## config.mk

```make
export PLATFORM = sky130hd
export DESIGN_NAME = piece_move_fsm
export DESIGN_NICKNAME = d
export VERILOG_FILES = /design/src/rtl/piece_move_fsm.sv
export SDC_FILE = /design/constraint.sdc
export NUM_CORES = 1
export LEC_CHECK = 0
export BUFFER_PORTS_ARGS = -buffer_cell sky130_fd_sc_hd__buf_2
export CAP_MARGIN = 40
export CORE_MARGIN = 2
export CORE_UTILIZATION = 58
export CTS_BUF_LIST = sky130_fd_sc_hd__clkbuf_2 sky130_fd_sc_hd__clkbuf_4 sky130_fd_sc_hd__clkbuf_8
export CTS_CLUSTER_SIZE = 14
export DETAILED_ROUTE_END_ITERATION = 10
export PLACE_DENSITY = 0.78
export SLEW_MARGIN = 10
export SYNTH_ARGS = -nofsm -noshare
export SYNTH_HDL_FRONTEND = slang
export SYNTH_SLANG_ARGS = --single-unit
```

## constraint.sdc

```tcl
create_clock -name CLOCK_50 -period 4.5 [get_ports CLOCK_50]
set_clock_uncertainty 0.1 [all_clocks]
set_input_delay 0.675 -clock CLOCK_50 [delete_from_list [all_inputs] [get_ports CLOCK_50]]
set_output_delay 0.675 -clock CLOCK_50 [all_outputs]
set_load 0.03 [all_outputs]
```

## src/rtl/piece_move_fsm.sv

```systemverilog
// Piece-movement controller: erases, collision-checks and redraws the active
// PIECE_DIM x PIECE_DIM piece bitmap on the board for spawn/down/left/right commands.
module piece_move_fsm #(
    parameter int PIECE_DIM = 4,
    parameter int BOARD_W   = 10,
    parameter int BOARD_H   = 20,
    parameter int XW        = 4,
    parameter int YW        = 5,
    parameter int COLOR_W   = 3,
    parameter int SPAWN_X   = 3
) (
    input  logic                         CLOCK_50,
    input  logic                         Resetn,
    input  logic                         cmd_valid,
    input  logic [1:0]                   cmd,
    output logic                         cmd_ready,
    output logic [$clog2(PIECE_DIM)-1:0] XB,
    output logic [$clog2(PIECE_DIM)-1:0] YB,
    input  logic [COLOR_W-1:0]           cell_color,
    output logic [XW-1:0]                bx,
    output logic [YW-1:0]                by,
    input  logic                         board_occ,
    output logic                         board_we,
    output logic [COLOR_W-1:0]           board_wdata,
    output logic [XW-1:0]                piece_x,
    output logic [YW-1:0]                piece_y,
    output logic                         done,
    output logic                         moved,
    output logic                         locked,
    output logic                         game_over
);
    localparam int                CW   = $clog2(PIECE_DIM);
    localparam logic [CW-1:0]     LAST = CW'(PIECE_DIM - 1);
    localparam logic signed [XW:0] BW  = (XW+1)'(BOARD_W);
    localparam logic signed [YW:0] BH  = (YW+1)'(BOARD_H);
    localparam logic signed [XW:0] SX  = (XW+1)'(SPAWN_X);

    localparam logic [1:0] CMD_DOWN  = 2'b00;
    localparam logic [1:0] CMD_LEFT  = 2'b01;
    localparam logic [1:0] CMD_RIGHT = 2'b10;
    localparam logic [1:0] CMD_SPAWN = 2'b11;

    typedef enum logic [2:0] {IDLE, ERASE, CHECK, COMMIT, DRAW, FIN} state_t;
    state_t state, state_nxt;

    logic [CW-1:0]      cx, cy;
    logic signed [XW:0] pos_x, tgt_x, base_x, ax, dx;
    logic signed [YW:0] pos_y, tgt_y, base_y, ay, dy;
    logic               spawn_r, down_r, coll_r, moved_r, locked_r, over_r;
    logic               accept, last_cell, walking, occupied, in_range, cell_hit;

    assign cmd_ready = (state == IDLE) && !over_r;
    assign accept    = cmd_valid && cmd_ready;
    assign last_cell = (cx == LAST) && (cy == LAST);
    assign walking   = (state == ERASE) || (state == CHECK) || (state == DRAW);

    always_comb begin
        dx = '0;
        dy = '0;
        case (cmd)
            CMD_LEFT:  dx = '1;
            CMD_RIGHT: dx = (XW+1)'(1);
            CMD_DOWN:  dy = (YW+1)'(1);
            default:   ;
        endcase
    end

    // Positions are kept signed one bit wider so a piece whose empty left
    // column hangs off the board edge still addresses correctly.
    assign base_x = (state == CHECK) ? tgt_x : pos_x;
    assign base_y = (state == CHECK) ? tgt_y : pos_y;
    assign ax     = base_x + $signed({{(XW+1-CW){1'b0}}, cx});
    assign ay     = base_y + $signed({{(YW+1-CW){1'b0}}, cy});

    assign in_range = !ax[XW] && (ax < BW) && !ay[YW] && (ay < BH);
    assign occupied = |cell_color;
    assign cell_hit = occupied && (!in_range || board_occ);

    assign XB          = cx;
    assign YB          = cy;
    assign bx          = ax[XW-1:0];
    assign by          = ay[YW-1:0];
    assign board_we    = ((state == ERASE) || (state == DRAW)) && occupied && in_range;
    assign board_wdata = ((state == DRAW) && board_we) ? cell_color : '0;
    assign piece_x     = pos_x[XW-1:0];
    assign piece_y     = pos_y[YW-1:0];
    assign done        = (state == FIN);
    assign moved       = moved_r;
    assign locked      = locked_r;
    assign game_over   = over_r;

    always_comb begin
        state_nxt = state;
        case (state)
            IDLE:    if (accept) state_nxt = (cmd == CMD_SPAWN) ? CHECK : ERASE;
            ERASE:   if (last_cell) state_nxt = CHECK;
            CHECK:   if (last_cell) state_nxt = COMMIT;
            COMMIT:  state_nxt = (coll_r && spawn_r) ? FIN : DRAW;
            DRAW:    if (last_cell) state_nxt = FIN;
            FIN:     state_nxt = IDLE;
            default: state_nxt = IDLE;
        endcase
    end

    always_ff @(posedge CLOCK_50 or negedge Resetn) begin
        if (!Resetn) state <= IDLE;
        else         state <= state_nxt;
    end

    // Raster walk over the bitmap: XB inner, YB outer, wraps to (0,0) after each pass.
    always_ff @(posedge CLOCK_50 or negedge Resetn) begin
        if (!Resetn) begin
            cx <= '0;
            cy <= '0;
        end else if (walking) begin
            if (cx == LAST) begin
                cx <= '0;
                cy <= (cy == LAST) ? '0 : cy + 1'b1;
            end else begin
                cx <= cx + 1'b1;
            end
        end
    end

    always_ff @(posedge CLOCK_50 or negedge Resetn) begin
        if (!Resetn) begin
            pos_x    <= '0;
            pos_y    <= '0;
            tgt_x    <= '0;
            tgt_y    <= '0;
            spawn_r  <= 1'b0;
            down_r   <= 1'b0;
            coll_r   <= 1'b0;
            moved_r  <= 1'b0;
            locked_r <= 1'b0;
            over_r   <= 1'b0;
        end else begin
            case (state)
                IDLE: if (accept) begin
                    // The target origin stands in for the latched dx/dy.
                    spawn_r  <= (cmd == CMD_SPAWN);
                    down_r   <= (cmd == CMD_DOWN);
                    tgt_x    <= (cmd == CMD_SPAWN) ? SX : pos_x + dx;
                    tgt_y    <= (cmd == CMD_SPAWN) ? '0 : pos_y + dy;
                    coll_r   <= 1'b0;
                    moved_r  <= 1'b0;
                    locked_r <= 1'b0;
                end
                CHECK: coll_r <= coll_r | cell_hit;
                COMMIT: begin
                    if (!coll_r) begin
                        pos_x   <= tgt_x;
                        pos_y   <= tgt_y;
                        moved_r <= 1'b1;
                    end else if (spawn_r) begin
                        over_r <= 1'b1;
                    end else if (down_r) begin
                        locked_r <= 1'b1;
                    end
                end
                default: ;
            endcase
        end
    end
endmodule

```

# Word-level counts from Yosys, hierarchy flattened

Index checks and enable logic that the tools add are counted.

Register bits: 35
Bits of input ports: 9
Output and inout bits: 31
Word-level logic and storage cells: 97

$add $sub $neg: 6
Magnitude comparators: 2
Eq/ne operators: 18
Mux-type cells: 24
Bitwise gates (word level): 2
Reductions and logical operators: 32

Operators by type and width:

| cell                                                             | number |
|---|---|
| 2-bit inequality test (second input constant)                    | 8 |
| 3-bit two-way mux                                                | 5 |
| 3-bit one-hot mux with 5 select lines                            | 1 |
| 6-bit two-way mux                                                | 2 |
| 1-bit logical AND                                                | 11 |
| 5-bit two-way mux                                                | 2 |
| 5-bit one-hot mux with 2 select lines                            | 1 |
| 2-bit == test (second input constant)                            | 4 |
| 2-bit AND reduction                                              | 4 |
| 1-bit two-way mux                                                | 7 |
| 6-bit by 3-bit adder with 6-bit output                           | 1 |
| 6-bit adder                                                      | 1 |
| 3-bit by 2-bit == test with 1-bit output (second input constant) | 2 |
| 3-bit == test (second input constant)                            | 2 |
| 6-bit less-than comparator (second input constant)               | 1 |
| 2-bit two-way mux                                                | 3 |
| 1-bit one-hot mux with 2 select lines                            | 3 |
| 3-bit AND reduction                                              | 2 |
| 5-bit by 3-bit adder with 5-bit output                           | 1 |
| 5-bit adder                                                      | 1 |
| 5-bit less-than comparator (second input constant)               | 1 |
| 5-bit AND reduction                                              | 1 |
| 2-bit by 1-bit adder with 2-bit output (second input constant)   | 2 |
| 1-bit zero test                                                  | 4 |
| 10 further kinds                                                 | 14 |

# Longest topological paths before layout

Gate-level depths: netlist (run 1).

Depth after elaboration: 12
Depth in mapped cells: 12
Mapped depth without buffers: 10

# Worst setup path after synthesis (run 1)

No wires, ideal clock.

Path type: flip-flop to output port
From: register state[0]
To: output port board_we
Arrival time: 3.104 ns
Required time: 3.725 ns
Path slack: 0.621 ns
Stages on the path, launching flop included: 13
Path buffers: 2
Path through: dfrtp_1 > buf_6 > nor3b_4 > buf_2 > nand2_1 > nand2_1 > ha_1 > inv_1 > fa_1 > xor2_1 > nand2b_4 > a2111oi_4 > and4_1

Longest elaborated chain between the ends: 8
Elaborated cells between the ends (all ways): 17
Classes of those cells: add/sub: 2; order compare: 2; eq/ne: 3; mux: 2; reduce/logical: 8

RTL lines:

| item                                     | line | text |
|---|---|---|
| from (decl)                              | 44   | `state_t state, state_nxt;` |
| from (signal assigned)                   | 107  | `else state <= state_nxt;` |
| 3-bit by 2-bit == test with 1-bit output | 70   | `assign base_x = (state == CHECK) ? tgt_x : pos_x;` |
| 5-bit two-way mux                        | 70   |  |
| 5-bit by 3-bit adder with 5-bit output   | 72   | `assign ax = base_x + $signed({{(XW+1-CW){1'b0}}, cx});` |
| net bx[2]                                | 20   | `output logic [XW-1:0] bx,` |
| 5-bit less-than comparator               | 75   | `assign in_range = !ax[XW] && (ax < BW) && !ay[YW] && (ay < BH);` |
| 1-bit logical AND (3 in series)          | 75   |  |
| 1-bit logical AND                        | 83   | `assign board_we = ((state == ERASE) \|\| (state == DRAW)) && occupied && in_range;` |
| to (decl)                                | 23   | `output logic board_we,` |

The timed path passes the listed nets, and every way through them passes these cells.

# Final worst setup path (run 1)

From: register state[1]
To: output port board_we

Longest elaborated chain between the ends: 8
Elaborated cells between the ends (all ways): 17
Classes of those cells: add/sub: 2; order compare: 2; eq/ne: 3; mux: 2; reduce/logical: 8

RTL lines:

| item                                                                 | line |
|---|---|
| 3-bit by 2-bit == test with 1-bit output                             | 70, 71 |
| 5-bit two-way mux                                                    | 70 |
| 5-bit by 3-bit adder with 5-bit output                               | 72 |
| 5-bit less-than comparator / 1-bit zero test (equally long branches) | 75 |
| 1-bit logical AND (3 in series)                                      | 75 |
| 1-bit logical AND (*)                                                | 83 |

Mark *: on every way between the ends. The rest lies on a longest branch, timed or not.

==> reports/results.tsv, run 1 <==
stage	metric	value	unit
status	run status	finished clean	
worst_hold_path	Hold Crit Class	primary input to asynchronous set/reset pin	
floorplan	Initial Util	0.599	
clocking	Clock Sinks	35	
logic_synthesis	syn nets	276	
route	DR iter-0 viols	146	
setup_path	Worst R2R Path Depth	11	
route	DRT antenna net count	0	
logic_synthesis	cell count after synthesis	249	
route	Vias/cell	5.64	
placed_design	RePlAce Congestion	0.869	
logic_synthesis	Synth Flop Type	dfrtp_1	
flow_run	total of max-cap violations	0	
setup_path	Buf/Inv on CP	2	
floorplan	Core Region	4000	µm²
floorplan	die height	68.3	µm
power_and_ir_drop	Max VDD drop	437	µV
sta	Final Cycle Share	0.920	
setup_path	CP top delay family	compound AO/OA/AOI/OAI gates	
global_route	number of global-route vias before repair	1714	
sta	Relative slew margins	0.424	
setup_path	CP startpoint kind	flop	
route	per-cell routed wire length	14.7	µm
setup_path	CP arrival	3.36	ns
logic_synthesis	async set-reset flop share out of synthesis	1.00	
layout	share of post-route cells with drive strength above 1	0.250	
logic_synthesis	most frequent cell after synthesis	dfrtp_1	
setup_path	Crit Reg-Reg Startpoint	state[1]$_DFFE_PN0P_	
route	Remaining DRCs	0	
setup_path	crit-path max FO	17	
clocking	CTS tree	built	
clocking	CTS Buffer Depth	2	
floorplan	num ports	40	
placed_design	pre-CTS setup slack	0.537	ns
setup_path	Crit Path Category	flop to primary output	
setup_path	worst path required time	3.72	ns
placed_design	Detail Placement HPWL	3.56	mm
setup_path	flop-to-flop setup slack	1.48	ns
route	drt pass-1 iters	5	
global_route	first-pass GRT wire length	8.18	mm
setup_path	slowest CP cell	dfrtp_1	
clocking	Num CTS Buffers	5	
power_and_ir_drop	Design Power	1.68	mW
sta	final slew viol count	0	
clocking	Clock transition at path regs	0.07	ns
sta	RSZ-0062 raised after global routing	false	
floorplan	Die Wd	68.3	µm
logic_synthesis	post-synth top area share	0.365	
setup_path	Setup crit start	state[1]$_DFFE_PN0P_	
sta	Final min period	4.14	ns
setup_path	CP max stage delay	0.62	ns
floorplan	die area	4660	µm²
clocking	CTS Hold Buffers Added	0	
power_and_ir_drop	P_leak	1.38	nW
logic_synthesis	top cell type by total area after synthesis	dfrtp_1	
setup_path	Worst setup EP type	primary output	
global_route	largest net degree at the start of global routing	36	
setup_path	r2r endpoint	coll_r$_DFFE_PN0P_	
logic_synthesis	Distinct cells, synth	45	
sta	final hold vios	0	
global_route	antenna violations before repair	0	
layout	synth-to-layout area growth	10.9	%
clocking	CTS HTree Levels	2	
placed_design	area post-placement	2540	µm²
power_and_ir_drop	PD cells	631	nW/µm²
logic_synthesis	Yosys reg bits	35	
logic_synthesis	Mapped Area	2400	µm²
placed_design	dpl cells	319	
logic_synthesis	synth warn	0	
sta	Worst Tran Pin Value	0.861	ns
logic_synthesis	top cells by instance count after synthesis	35 x dfrtp_1, 26 x nand2_1, 15 x ha_1, 15 x inv_1, 14 x a21oi_1	
sta	final setup margin	0.362	ns
setup_path	most frequent CP cell	a21o_1	
placed_design	Port-buffer cells	39	
global_route	Overflow after GRT	0	
layout	fin cells	330	
route	wirelength, routed	4.86	mm
layout	post-layout instance area	2660	µm²
floorplan	# rows	23	
logic_synthesis	Avg Cell Area, Syn	9.63	µm²
sta	Setup TNS	0	ns
setup_path	crit-path cells	nor3b_4 -> buf_4 -> nor2_1 -> a21o_1 -> ha_1 -> a21o_1 -> a21o_1 -> a21oi_1 -> a21oi_1 -> a2111oi_4 -> and4_1 -> buf_2	
logic_synthesis	register area share after synthesis	0.365	
clocking	Worst-Skew Late Latency	0.29	ns
sta	FMAX	0.242	GHz
logic_synthesis	largest cells by area after synthesis	dfrtp_1 37%, ha_1 7.8%, mux2_2 5.6%, nand2_1 4.1%, buf_4 3.1%	
route	Via Count	1862	
layout	final core utilization	0.664	
layout	fin nets	306	
logic_synthesis	Post-synth EDFFs	0	
global_route	Tot GR Track Use	0.243	
sta	worst hold slack	0.362	ns
sta	setup violators final	0	
layout	diode count	0	
clocking	clock root buffer	clkbuf_8	
## worst max-delay path by stage
| stage | endpoint | cells after the start |
|---|---|---|
| floorplan | board_we | 12 |
| CTS | board_we | 11 |
| detailed placement | board_we | 11 |
| global placement | board_we | 11 |
| global route | board_we | 12 |
| finish | board_we | 12 |
## cell type report
cell class	count	area, µm²
tap	50	62.6
sequential	35	876
clock buffer	7	83.8
fill	340	1340
clock inverter	1	5.00
timing repair buffer	44	233
multi-input combinational	178	1340
inverter	15	56.3
## placed cells by master (no fill, tap or decap), types with 2 or more instances in the layout
| cell | n |
|---|---|
| buf_2 | 39 |
| xor2_1 | 8 |
| and3_1 | 4 |
| a211oi_1 | 3 |
| a21o_1 | 9 |
| clkbuf_4 | 2 |
| o21ai_0 | 6 |
| nor3b_1 | 4 |
| nand3_1 | 7 |
| nor4_1 | 2 |
| nand2b_1 | 4 |
| a21oi_1 | 14 |
| o21a_1 | 2 |
| buf_4 | 5 |
| ha_1 | 15 |
| a31oi_1 | 2 |
| xnor2_1 | 8 |
| nand2_1 | 26 |
| nor2_1 | 11 |
| nor3_1 | 6 |
| dfrtp_1 | 35 |
| fa_1 | 3 |
| clkbuf_8 | 5 |
| inv_1 | 15 |
| mux2i_1 | 6 |
| a22o_1 | 5 |
| mux2_2 | 12 |
| nand4_1 | 3 |
| o31ai_1 | 3 |
## flip-flops by register name, summed over array words and instances (netlist names)
signal     flops
moved          1
YB             2
coll_r         1
pos_x          5
down_r         1
game_over      1
tgt_y          6
locked         1
spawn_r        1
state          3
pos_y          6
tgt_x          5
XB             2
## where the power goes
| group | internal, mW | switching (mW) | total [mW] | leakage [nW] |
|---|---|---|---|---|
| combinational | 0.348 | 0.568 | 0.916 | 0.868 |
| clock | 0.121 | 0.110 | 0.230 | 0.0491 |
| sequential | 0.401 | 0.130 | 0.531 | 0.463 |
## worst register-to-register path, cell delays in order, from the launching register on
cell and delay, ns:
dfrtp_1 0.62, nor3b_4 0.37, buf_4 0.17, nor2_1 0.03, a21o_1 0.17, ha_1 0.28, a21o_1 0.21, a21o_1 0.18
a21oi_1 0.12, a21oi_1 0.10, a2111oi_4 0.42, a31oi_1 0.13
## kinds of logic (layout without fill, tap and decap cells)
family | count (synthesis) | count (layout) | share of synthesized area
AO/OA/AOI/OAI | 51 | 51 | 0.151
XOR/XNOR | 16 | 16 | 0.0585
adder cells (fa/ha/maj) | 18 | 18 | 0.103
buffers and inverters | 36 | 67 | 0.0762
flip-flops | 35 | 35 | 0.365
multiplexers | 18 | 18 | 0.0814
AND/OR/NAND/NOR | 75 | 75 | 0.164
## per-layer routing
metal  wire (µm)  up-vias  global-route usage
met5           0        -                   0
met4          74        0              0.0825
met3         237        5              0.0526
met2        2340       47               0.388
met1        2210      888               0.326
li1            -      922                   -
## timing repair
| item | CTS | global route |
|---|---|---|
| setup buffers | 0 | 3 |
| gates resized for setup | 0 | 1 |
| endpoints found under the setup margin | 0 | 4 |
No activity file was read; power rests on OpenSTA's default activity.
==> run 2: changes to the inputs <==
Settings changed: CTS_BUF_LIST sky130_fd_sc_hd__clkbuf_2 sky130_fd_sc_hd__clkbuf_4 sky130_fd_sc_hd__clkbuf_8 to sky130_fd_sc_hd__clkbuf_8.
==> run 2 against run 1 <==
Compared with the run above:
- register-to-register slack is essentially flat
- critical endpoint unchanged
- critical path depth unchanged
- combinational power hardly changed
- flip-flop and latch count stayed put
- clock power is 7% lower
- die area unchanged
==> reports/results.tsv, run 2 (synthesis gave the netlist of run 1 again) <==
stage	metric	value	unit	change
setup_path	crit-path max FO	17		unchanged
clocking	Clock transition at path regs	0.07	ns	about the same
layout	post-layout instance area	2650	µm²	-0.28%
setup_path	r2r endpoint	coll_r$_DFFE_PN0P_		
global_route	first-pass GRT wire length	8.24	mm	+0.67%
floorplan	die area	4660	µm²	unchanged
floorplan	Die Wd	68.3	µm	unchanged
sta	FMAX	0.242	GHz	+0.22%
clocking	CTS tree	built		
floorplan	die height	68.3	µm	unchanged
route	wirelength, routed	4.96	mm	+2.0%
setup_path	Worst R2R Path Depth	11		unchanged
sta	RSZ-0062 raised after global routing	false		
power_and_ir_drop	P_leak	1.38	nW	+0.11%
setup_path	Setup crit start	state[1]$_DFFE_PN0P_		
flow_run	total of max-cap violations	0		unchanged
status	run status	finished clean		
setup_path	Crit Reg-Reg Startpoint	state[1]$_DFFE_PN0P_		
global_route	Overflow after GRT	0		unchanged
global_route	antenna violations before repair	0		unchanged
layout	synth-to-layout area growth	10.5	%	
power_and_ir_drop	PD cells	627	nW/µm²	-0.58%
sta	final hold vios	0		unchanged
placed_design	Detail Placement HPWL	3.56	mm	unchanged
route	DR iter-0 viols	161		+10%
setup_path	Worst setup EP type	primary output		
setup_path	flop-to-flop setup slack	1.48	ns	about the same
layout	most frequent cells in the layout	39 x buf_2, 35 x dfrtp_1, 26 x nand2_1		
sta	Relative slew margins	0.433		+0.00890
placed_design	Port-buffer cells	39		unchanged
global_route	largest net degree at the start of global routing	36		unchanged
layout	fin nets	306		unchanged
setup_path	CP arrival	3.35	ns	about the same
sta	setup violators final	0		unchanged
route	Via Count	1877		+0.81%
floorplan	num ports	40		unchanged
layout	diode count	0		unchanged
layout	Largest regs	pos_y x6, tgt_y x6		
worst_hold_path	Hold Crit Class	primary input to asynchronous set/reset pin		
clocking	CTS HTree Levels	2		unchanged
floorplan	# rows	23		unchanged
route	Remaining DRCs	0		unchanged
sta	final setup margin	0.371	ns	+0.00908 ns
placed_design	area post-placement	2540	µm²	unchanged
global_route	number of global-route vias before repair	1712		-0.12%
route	DRT antenna net count	0		unchanged
layout	final core utilization	0.662		-0.00188
placed_design	RePlAce Congestion	0.869		unchanged
clocking	Num CTS Buffers	5		unchanged
layout	fin cells	330		unchanged
clocking	CTS Buffer Depth	2		unchanged
setup_path	Crit Path Category	flop to primary output		
layout	share of post-route cells with drive strength above 1	0.243		-0.00714
setup_path	CP startpoint kind	flop		
setup_path	worst path required time	3.72	ns	about the same
placed_design	pre-CTS setup slack	0.537	ns	unchanged
sta	Setup TNS	0	ns	unchanged
power_and_ir_drop	Design Power	1.66	mW	-0.86%
floorplan	Core Region	4000	µm²	unchanged
sta	Final min period	4.13	ns	-0.00908 ns
clocking	clock root buffer	clkbuf_8		
sta	worst hold slack	0.369	ns	+0.00697 ns
route	per-cell routed wire length	15.0	µm	+2.0%
power_and_ir_drop	Max VDD drop	426	µV	-2.5%
floorplan	Initial Util	0.599		unchanged
layout	commonest non-fill, non-tap cell in the layout	buf_2		
clocking	Worst-Skew Late Latency	0.29	ns	about the same
sta	Final Cycle Share	0.918		-0.00202
route	drt pass-1 iters	4		-1
global_route	Tot GR Track Use	0.245		+0.00244
placed_design	dpl cells	319		unchanged
route	Vias/cell	5.69		+0.81%
clocking	Clock Sinks	35		unchanged
sta	Worst Tran Pin Value	0.848	ns	-0.0133 ns
sta	final slew viol count	0		unchanged
[run 2: layout make-up]
cell class | instances | area, µm²
Multi-Input combinational cell | 178 | 1340
Fill cell | 339 | 1350
Tap cell | 50 | 62.6
Inverter | 15 | 56.3
Timing Repair Buffer | 44 | 233
Clock buffer | 5 | 68.8
Clock inverter | 3 | 12.5
Sequential cell | 35 | 876
[run 2: how the worst max path moves through the flow]
stage,end,cells after the start,slack [ns]
2_1_floorplan,board_we,12,0.62
3_3_place_gp,board_we,11,0.62
3_5_place_dp,board_we,11,0.54
4_1_cts,board_we,11,0.22
5_1_grt,board_we,12,0.10
6_report,board_we,12,0.37
[run 2: report_power, final]
part,switching [mW],internal [mW]
combinational,0.568,0.348
sequential,0.132,0.401
clock,0.109,0.104
[run 2: metal layers]
metal | vias up | GRT usage | routed length, µm
li1 | 923 | - | -
met1 | 906 | 0.327 | 2210
met2 | 44 | 0.396 | 2480
met3 | 4 | 0.0526 | 207
met4 | 0 | 0.0825 | 55
met5 | - | 0 | 0
[run 2: repair_timing]
action | in CTS | in global routing
hold buffers | 0 | 0
resized for setup | 0 | 1
endpoints found under the setup margin | 0 | 4
setup buffers | 0 | 3
[run 2: worst max-delay path: stages, from the launching register on]
cell	delay [ns]
dfrtp_1	0.63
nor3b_4	0.36
buf_4	0.16
nor2_1	0.03
a21o_1	0.17
ha_1	0.28
a21o_1	0.21
a21o_1	0.18
a21oi_1	0.12
a21oi_1	0.10
a2111oi_4	0.41
and4_1	0.23
buf_2	0.19
==> run 3: changes to the inputs <==
Settings changed: CORE_MARGIN 2 to not set.
==> run 3 against run 2 <==
Compared with the run above:
- clock power about the same
- worst setup slack got worse by 0.081 ns
- cell count down 0.30%
- routed wire length is 2.4% higher
- via count decreased by 0.91%
==> reports/results.tsv, run 3 (synthesis gave the netlist of run 1 again) <==
stage	metric	value	unit	change
layout	fillers	345		+1.8%
floorplan	Core Region	3970	µm²	-0.72%
setup_path	Crit Path Category	flop to primary output		
placed_design	Detail Placement HPWL	3.64	mm	+2.2%
layout	synth-to-layout area growth	10.6	%	about the same
floorplan	# rows	23		unchanged
floorplan	Die Wd	66.3	µm	-2.9%
route	Vias/cell	5.65		-0.60%
route	Via Count	1860		-0.91%
layout	share of post-route cells with drive strength above 1	0.237		-0.00630
setup_path	Worst setup EP type	primary output		
setup_path	most frequent CP cell	nand2_1		
power_and_ir_drop	Combinational Power Share	0.553		+0.002
setup_path	crit-path cells	or3b_1 -> nand2_1 -> nand2_1 -> ha_1 -> inv_1 -> fa_1 -> xor2_1 -> nand2b_4 -> a2111oi_4 -> and4_1 -> buf_2		
sta	final setup margin	0.290	ns	-0.0809 ns
layout	fin nets	305		-0.33%
clocking	clock root buffer	clkbuf_8		
power_and_ir_drop	P_leak	1.38	nW	-0.35%
floorplan	Initial Util	0.604		+0.00434
setup_path	CP max stage delay	0.66	ns	+0.03 ns
sta	final hold vios	0		unchanged
power_and_ir_drop	PD cells	630	nW/µm²	+0.35%
sta	setup violators final	0		unchanged
sta	Final min period	4.21	ns	+0.0809 ns
global_route	Most Used Layer, Global Route	met2		
clocking	Num CTS Buffers	5		unchanged
global_route	GR Util met2	0.420		+0.0240
power_and_ir_drop	sw frac	0.489		+0.00147
power_and_ir_drop	net switching power	0.816	mW	+0.74%
global_route	Tot GR Track Use	0.250		+0.00462
layout	most frequent cells in the layout	39 x buf_2, 35 x dfrtp_1, 26 x nand2_1		
sta	worst hold slack	0.372	ns	+0.00394 ns
route	DR iter-0 viols	110		-32%
sta	FMAX	0.238	GHz	-1.9%
layout	diode count	0		unchanged
layout	commonest non-fill, non-tap cell in the layout	buf_2		
clocking	Clock transition at path regs	0.07	ns	about the same
floorplan	die area	4390	µm²	-5.8%
route	wirelength, routed	5.08	mm	+2.4%
setup_path	slowest CP cell	dfrtp_1		
route	Remaining DRCs	0		unchanged
clocking	CTS HTree Levels	2		unchanged
setup_path	CP startpoint kind	flop		
sta	RSZ-0062 raised after global routing	false		
worst_hold_path	hold path startpoint	moved$_DFFE_PN0P_		
placed_design	dpl cells	319		unchanged
layout	fin cells	329		-0.30%
sta	Final Cycle Share	0.936		+0.0180
power_and_ir_drop	Design Power	1.67	mW	+0.44%
global_route	antenna violations before repair	0		unchanged
setup_path	worst path required time	3.72	ns	about the same
sta	final slew viol count	0		unchanged
global_route	GR Layer Usage met3	0.0483		-0.00436
route	per-cell routed wire length	15.4	µm	+2.7%
route	DRT antenna net count	0		unchanged
setup_path	Crit Reg-Reg Startpoint	state[2]$_DFFE_PN0P_		
sta	Setup TNS	0	ns	unchanged
layout	Largest regs	pos_y x6, tgt_y x6		
setup_path	CP arrival	3.44	ns	+0.09 ns
route	drt pass-1 iters	4		unchanged
global_route	GR Layer Usage met1	0.319		-0.00798
clocking	Worst-Skew Late Latency	0.28	ns	about the same
placed_design	pre-CTS setup slack	0.538	ns	+0.00139 ns
power_and_ir_drop	Seq pwr share	0.319		-0.002
sta	Relative slew margins	0.418		-0.0154
flow_run	total of max-cap violations	0		unchanged
power_and_ir_drop	Pint	0.854	mW	+0.15%
global_route	largest net degree at the start of global routing	36		unchanged
clocking	Clock Sinks	35		unchanged
clocking	post-CTS resize count	0		unchanged
placed_design	RePlAce Congestion	0.851		-2.1%
status	run status	finished clean		
setup_path	Setup crit start	state[2]$_DFFE_PN0P_		
worst_hold_path	Hold Crit Class	flop to flop		
floorplan	num ports	40		unchanged
clocking	CTS Buffer Depth	2		unchanged
global_route	Overflow after GRT	0		unchanged
power_and_ir_drop	Clock Power Share	0.128		about the same
global_route	first-pass GRT wire length	8.11	mm	-1.6%
sta	Worst Tran Pin Value	0.871	ns	+0.0230 ns
clocking	CTS tree	built		
placed_design	Port-buffer cells	39		unchanged
global_route	number of global-route vias before repair	1769		+3.3%
setup_path	crit-path max FO	15		-2
power_and_ir_drop	Max VDD drop	455	µV	+6.7%
floorplan	die height	66.3	µm	-2.9%
[run 3: cell types whose count changed in the layout (fill, tap and decap cells not counted)]
cell    change
or3b_4      -1
or3b_1      +1
buf_12      +1
buf_4       -2
[run 3: timing repair]
action | CTS | global route
endpoints found under the hold margin | 0 | 0
setup buffers | 0 | 2
endpoints found under the setup margin | 0 | 1
hold buffers | 0 | 0
[run 3: layout make-up]
| cell class | instances | area, µm² | share of cell area |
|---|---|---|---|
| multi-input combinational | 178 | 1340 | 0.505 |
| tap | 50 | 62.6 | 0.0236 |
| clock buffer | 5 | 68.8 | 0.0259 |
| sequential | 35 | 876 | 0.330 |
| timing repair buffer | 43 | 238 | 0.0896 |
| inverter | 15 | 56.3 | 0.0212 |
| clock inverter | 3 | 12.5 | 0.00472 |
[run 3: routing by layer]
| metal | wire length [µm] | up-vias | share of wire |
|---|---|---|---|
| li1 | - | 922 | - |
| met1 | 2370 | 891 | 0.47 |
| met2 | 2500 | 43 | 0.49 |
| met3 | 163 | 4 | 0.032 |
| met4 | 45 | 0 | 0.0089 |
| met5 | 0 | - | 0 |
[run 3: power groups by stage]
| stage | clock network [mW] | registers, mW | logic [mW] |
|---|---|---|---|
| floorplan | 0 | 0.520 | 0.701 |
| global placement | 0 | 0.532 | 0.895 |
| detailed placement | 0 | 0.537 | 0.917 |
| CTS | 0.219 | 0.531 | 0.922 |
| global route | 0.231 | 0.547 | 1.01 |
| finish | 0.214 | 0.532 | 0.924 |
[run 3: worst paths after layout]
check	endpoint	slack [ns]	depth (start not counted)
hold reg to reg	moved$_DFFE_PN0P_	0.37	1
setup reg to reg	coll_r$_DFFE_PN0P_	1.39	10
min in group asynchronous	pos_y[3]$_DFFE_PN0P_	0.38	1
hold / removal	moved$_DFFE_PN0P_	0.37	1
setup / recovery	board_we	0.29	11
max in group asynchronous	XB[0]$_DFFE_PN0N_	3.43	1
[run 3: through the flow]
stage               cell area, µm²  utilization
floorplan                     2400            -
global placement              2540        0.641
detailed placement            2540        0.641
CTS                           2630        0.661
global route                  2650        0.668
finish                        2650        0.668
[run 3: worst max-delay path, delay by kind of cell, from the launching register on]
family / cells / cell delay [ns]
buf+inv: 2 / 0.25
flops: 1 / 0.66
simple gates: 5 / 1.02
fa+ha+maj: 2 / 0.60
xor+xnor: 1 / 0.19
compound gates: 1 / 0.44
